[config.mk]
export PLATFORM = sky130hd
export DESIGN_NAME = adder_operand_sequencer
export DESIGN_NICKNAME = d
export VERILOG_FILES = /design/src/rtl/adder_operand_sequencer.sv
export SDC_FILE = /design/constraint.sdc
export NUM_CORES = 1
export LEC_CHECK = 0
export ABC_CLOCK_PERIOD_IN_PS = 2100
export CORE_MARGIN = 2
export CORE_UTILIZATION = 30
export DETAILED_ROUTE_END_ITERATION = 16
export PLACE_DENSITY = 0.49
export SYNTH_ARGS = -nofsm -noshare
export SYNTH_HDL_FRONTEND = slang
export SYNTH_SLANG_ARGS = --single-unit
[constraint.sdc]
create_clock -name clk -period 2.1 [get_ports clk]
set_input_delay 0.315 -clock clk [delete_from_list [all_inputs] [get_ports clk]]
set_output_delay 0.315 -clock clk [all_outputs]
set_load 0.05 [all_outputs]
[src/rtl/adder_operand_sequencer.sv]
// Captures two operands from switches, waits for the external adder to settle, then latches its sum.
// Define ADDER_SEQ_ACCUM_EN to make a load in DONE feed the result back as operand A (running sum).
module adder_operand_sequencer #(
  parameter int OP_WIDTH      = 3,
  parameter int SETTLE_CYCLES = 2
) (
  input  logic                clk,
  input  logic                rst,
  input  logic [OP_WIDTH-1:0] switches,
  input  logic                load_pulse,
  input  logic                clear_pulse,
  output logic [OP_WIDTH-1:0] op_a,
  output logic [OP_WIDTH-1:0] op_b,
  input  logic [OP_WIDTH:0]   sum_in,
  output logic [OP_WIDTH:0]   result,
  output logic                result_valid,
  output logic [1:0]          state
);

  typedef enum logic [1:0] {
    WAIT_A = 2'b00,
    WAIT_B = 2'b01,
    SETTLE = 2'b10,
    DONE   = 2'b11
  } state_t;

  state_t              r_state;
  state_t              w_nextState;
  logic [OP_WIDTH-1:0] r_opA;
  logic [OP_WIDTH-1:0] w_nextOpA;
  logic [OP_WIDTH-1:0] r_opB;
  logic [OP_WIDTH-1:0] w_nextOpB;
  logic [OP_WIDTH:0]   r_result;
  logic [OP_WIDTH:0]   w_nextResult;
  logic                r_valid;
  logic                w_nextValid;
  logic [3:0]          r_settleCnt;
  logic [3:0]          w_nextSettleCnt;

  always_ff @(posedge clk or posedge rst) begin
    if (rst) begin
      r_state     <= WAIT_A;
      r_opA       <= '0;
      r_opB       <= '0;
      r_result    <= '0;
      r_valid     <= 1'b0;
      r_settleCnt <= '0;
    end else begin
      r_state     <= w_nextState;
      r_opA       <= w_nextOpA;
      r_opB       <= w_nextOpB;
      r_result    <= w_nextResult;
      r_valid     <= w_nextValid;
      r_settleCnt <= w_nextSettleCnt;
    end
  end

  // Clear overrides everything, including a simultaneous load.
  always_comb begin
    w_nextState     = r_state;
    w_nextOpA       = r_opA;
    w_nextOpB       = r_opB;
    w_nextResult    = r_result;
    w_nextValid     = r_valid;
    w_nextSettleCnt = r_settleCnt;
    if (clear_pulse) begin
      w_nextState     = WAIT_A;
      w_nextOpA       = '0;
      w_nextOpB       = '0;
      w_nextResult    = '0;
      w_nextValid     = 1'b0;
      w_nextSettleCnt = '0;
    end else begin
      case (r_state)
        WAIT_A: begin
          if (load_pulse) begin
            w_nextOpA   = switches;
            w_nextState = WAIT_B;
          end
        end
        WAIT_B: begin
          if (load_pulse) begin
            w_nextOpB       = switches;
            w_nextSettleCnt = '0;
            w_nextState     = SETTLE;
          end
        end
        SETTLE: begin
          if (r_settleCnt == 4'(SETTLE_CYCLES)) begin
            w_nextResult = sum_in;
            w_nextValid  = 1'b1;
            w_nextState  = DONE;
          end else begin
            w_nextSettleCnt = r_settleCnt + 4'd1;
          end
        end
        DONE: begin
          if (load_pulse) begin
`ifdef ADDER_SEQ_ACCUM_EN
            // Carry-out is dropped: op_a only holds OP_WIDTH bits.
            w_nextOpA       = r_result[OP_WIDTH-1:0];
            w_nextOpB       = switches;
            w_nextValid     = 1'b0;
            w_nextSettleCnt = '0;
            w_nextState     = SETTLE;
`else
            w_nextOpA   = switches;
            w_nextOpB   = '0;
            w_nextValid = 1'b0;
            w_nextState = WAIT_B;
`endif
          end
        end
        default: w_nextState = WAIT_A;
      endcase
    end
  end

  assign op_a         = r_opA;
  assign op_b         = r_opB;
  assign result       = r_result;
  assign result_valid = r_valid;
  assign state        = r_state;

endmodule

== Word-level counts from Yosys, hierarchy flattened ==
Cells that the tools add are included.

* Register bits after elaboration: 17
* Input bits: 11

* $add $sub $neg: 1
* Equal/unequal tests: 9
* Multiplexer cells: 22
* Reduce and logical (&&, ||, !) cells: 15

{| class="wikitable"
|+ Operator list
! operator !! number
|-
| $mux 4 || 6
|-
| $mux 3 || 5
|-
| $ne 3x3->1 const B || 4
|-
| $reduce_and 3->1 || 4
|-
| $reduce_bool 3->1 || 3
|-
| $mux 2 || 4
|-
| $pmux 4 s2 || 1
|-
| $reduce_bool 2->1 || 4
|-
| $pmux 2 s3 || 1
|-
| $pmux 3 s2 || 1
|-
| $add 4x1->4 const B || 1
|-
| $eq 2x2->1 const B || 2
|-
| $eq 4x2->1 const B || 1
|-
| $reduce_and 2->1 || 2
|-
| $mux 1 || 3
|-
| $ne 3x1->1 const B || 1
|-
| $eq 2x1->1 const B || 1
|-
| $logic_not 2->1 || 1
|-
| $pmux 1 s2 || 1
|-
| $reduce_or 2->1 || 1
|}

== Depth between registers and ports, before layout ==
* Word-level depth: 4
* Mapped depth: 6
* Mapped depth without buffers: 5

== Least setup slack after synthesis ==
No wires, ideal clock.

* Kind: register to register
* Start: register r_state[0], in the netlist state[0]
* End: register r_state[0], in the netlist state[0]
* Library setup time: 127 ps
* Arrival time: 1791 ps
* Slack: 181 ps
* Stages on the path, launching flop included: 6
* Buffers on the path: 0
* Clock period less this slack: 1919 ps
* Cell sequence: dfrtp_1 inv_1 ha_1 nor2_1 a2bb2oi_4 mux2_1

* Word-level cells in the longest chain between the ends: 4
* Elaborated cells on any way between the ends: 11

{| class="wikitable"
|+ RTL lines
! what !! line !! RTL
|-
| start, declared || 27 || <nowiki>state_t r_state;</nowiki>
|-
| start signal, assigned || 49 || <nowiki>r_state <= w_nextState;</nowiki>
|-
| $eq 2x2->1 / $logic_not 2->1 (equally long branches) || 74 || <nowiki>case (r_state)</nowiki>
|-
| $reduce_or 2->1 (no line) || n/a ||
|-
| $ne 3x1->1 (no line) / $pmux 2 s3 (equally long branches) || n/a ||
|-
| $reduce_and 3->1 (no line) / $mux 2 (equally long branches) || n/a ||
|}

Parallel ways exist; a longest one is shown, timed or not.
A chain may end at the register's enable or synchronous reset.

== Worst setup path in the final report ==
* Start: register r_state[0], in the netlist state[0]
* End: output state[0]

{| class="wikitable"
|+ RTL lines
! what !! line !! RTL
|-
| end, declared || 17 || <nowiki>output logic [1:0] state</nowiki>
|}

No word-level cell between the ends.

==> flow_metrics.py <==
metrics = {
    "outcome": {
        "status": "complete, no violations",
    },
    "final_layout": {
        "final.fill_count": 337,
        "final_util": 0.4107,
        "mostFrequentLayoutCells": "clkdlybuf4s50_1, dfrtp_1, inv_1",
        "syn2layout_area_growth_pct": 29.29,
        "seqCellArea_um2": 425.4,
        "multi_input_area_um2": 462.9,
        "fin_nets": 138,
        "antennaDiodeCount": 0,
        "drive_gt1_frac": 0.06667,
        "layout_commonest_cell": "clkdlybuf4s50_1",
    },
    "routing": {
        "wirelength_um": 1897,
        "via_per_inst": 4.628,
        "drt_pass1_iterations": 4,
        "drc": 0,
        "drtIter0Drc": 24,
        "postRouteAntennaNets": 0,
        "vias": 759,
        "wl_per_cell_um": 11.57,
    },
    "global_routing": {
        "grt_pass1_wl_um": 3243,
        "antenna_found_initial": 0,
        "grt_max_degree": 18,
        "overflow": 0,
        "grt.total_usage": 0.1182,
        "grt_pass1_vias": 736,
    },
    "critical_path": {
        "crit_fanout": 6,
        "rr_startpoint": "r_settleCnt[0]$_DFFE_PP0P_",
        "reg2regPathDepth": 5,
        "arrival_ns": 1.58,
        "critical_path.slowest_cell": "clkdlybuf4s50_1",
        "path_buf_inv": 1,
        "regToRegSetupSlack_ns": 0.33,
        "crit_family": "buffers and inverters",
        "crit_required_ns": 1.78,
        "rr_endpoint": "state[0]$_DFFE_PP0P_",
        "start_kind": "flip-flop",
        "crit_chain": "clkdlybuf4s50_1",
        "critPathCaptureType": "output pin",
        "cp_slowest_stage_delay_ns": 0.84,
        "critical_path_class": "reg2out",
    },
    "die": {
        "ioPinCount": 24,
        "die_w_um": 60.86,
        "initial_core_util": 0.3176,
        "die-area_mm2": 0.003703,
        "die_height_um": 60.86,
        "core_mm2": 0.003053,
        "num_rows": 20,
    },
    "synth": {
        "ys.flop_type": "dfrtp_1",
        "synth_fp_nets": 114,
        "seq_area_frac_synth": 0.4387,
        "syn_area_per_cell_um2": 9.997,
        "synth_edf_count": 0,
        "yosysWarnings": 0,
        "netlist_area_um2": 969.7,
        "async_flop_share": 1.000,
        "syn_inst": 97,
        "ys_ff_latch": 17,
        "synth_cell_types": 25,
    },
    "power": {
        "cellPowerDensity_mw_per_mm2": 1009,
        "ir_drop_v": 0.0003798,
        "p_leak_nw": 0.5282,
    },
    "clock_tree": {
        "postCtsResizedCells": 0,
        "clockBufferDepth": 2,
        "cts_tree": "yes",
        "cts_hold_buf": 0,
        "clk_pin_slew_worst_paths_ns": 0.11,
        "clockRootBuffer": "clkbuf_4",
        "htree_levels": 1,
        "cts_buffers": 3,
        "cts_sinks": 17,
        "post-cts-setup-buffers": 0,
        "clkLatencyLatePin_ns": 0.29,
    },
    "sta": {
        "slew_headroom": 0.5600,
        "rsz0062_at_grt": "no",
        "final_hold_viol_count": 0,
        "hold_ws_ns": 0.4108,
        "final.setup.tns_ns": 0,
        "fmax_ghz": 0.5267,
        "worstMarginPinSlew_ns": 0.6593,
        "drv_slew": 0,
        "fin_crit_sh": 0.9042,
        "setup_viol": 0,
        "finalClockSkew_ns": 0.003705,
        "min_period_ns": 1.899,
    },
    "placement": {
        "gp_congestion": 0.7556,
        "place.detailed.hpwl_um": 1403,
        "port_buffers": 23,
    },
    "run": {
        "cap_violations": 0,
    },
    "hold_path": {
        "worstHoldPathType": "in2async",
    },
}
how the worst max path moves through the flow:
| stage | from | endpoint | slack [ns] | depth (start not counted) |
|---|---|---|---|---|
| 4_1_cts | state[0]$_DFFE_PP0P_ | state[0] | 0.19 | 1 |
| 5_1_grt | state[0]$_DFFE_PP0P_ | state[0] | 0.14 | 1 |
| 3_3_place_gp | load_pulse | op_b[1]$_DFFE_PP0P_ | 0.32 | 4 |
| 2_1_floorplan | state[0]$_DFFE_PP0P_ | state[0]$_DFFE_PP0P_ | 0.18 | 5 |
| 6_report | state[0]$_DFFE_PP0P_ | state[0] | 0.20 | 1 |
| 3_5_place_dp | load_pulse | op_b[0]$_DFFE_PP0P_ | 0.27 | 4 |
registers in the layout (all words and copies together), names as in the netlist:
register / flops
op_b: 3
op_a: 3
result_valid: 1
result: 4
r_settleCnt: 4
state: 2
layer usage:
layer  wire length (um)  global-route usage  up-vias
met5                  0                   0        -
met4                 20             0.04658        0
met3                 60             0.02559        2
met2                881              0.1874       12
met1                935              0.1571      369
li1                   -                   -      376
final cells by class:
cell class / instances / share of cell area
clock buffer: 3 / 0.01796
timing repair buffer: 24 / 0.1896
multi-input combinational: 63 / 0.3693
sequential: 17 / 0.3393
clock inverter: 1 / 0.003992
inverter: 12 / 0.03593
tap: 44 / 0.04391
cell families after synthesis:
group / Yosys count / share of synthesized area
DFF: 17 / 0.4387
buffers and inverters: 17 / 0.08386
and+or+nand+nor: 31 / 0.1536
AOI/OAI and AO/OA: 15 / 0.1316
adders and majority gates: 6 / 0.07742
muxes: 11 / 0.1148
where the power goes:
group	leakage [nW]	total (W)	switching [W]	internal (W)
combinational	0.280	0.000653	0.000390	0.000263
sequential	0.231	0.000432	0.0000514	0.000380
clock	0.0177	0.000180	0.000109	0.0000707
per-stage QoR:
stage	setup WS, ns	instance area, um2	std cells	total power, W
after detailed placement	0.2716	1226	160	0.001099
after global placement	0.3204	1226	160	0.001095
after global routing	0.1419	1254	164	0.001355
after CTS	0.1888	1254	164	0.001283
final	0.2012	1254	164	0.001265
after floorplan	0.1813	969.7	97	0.0009241
synthesized netlist by cell type, types with 2 or more instances:
cell type | number | area, um2
a21oi_1 | 5 | 25.02
a22oi_1 | 3 | 22.52
buf_2 | 2 | 10.01
buf_6 | 2 | 22.52
dfrtp_1 | 17 | 425.4
ha_1 | 6 | 75.07
inv_1 | 12 | 45.04
mux2i_1 | 10 | 100.1
nand2_1 | 9 | 33.78
nand3_1 | 6 | 30.03
nor2_1 | 10 | 37.54
o22ai_1 | 2 | 12.51
(Power assumes the default switching activity.)
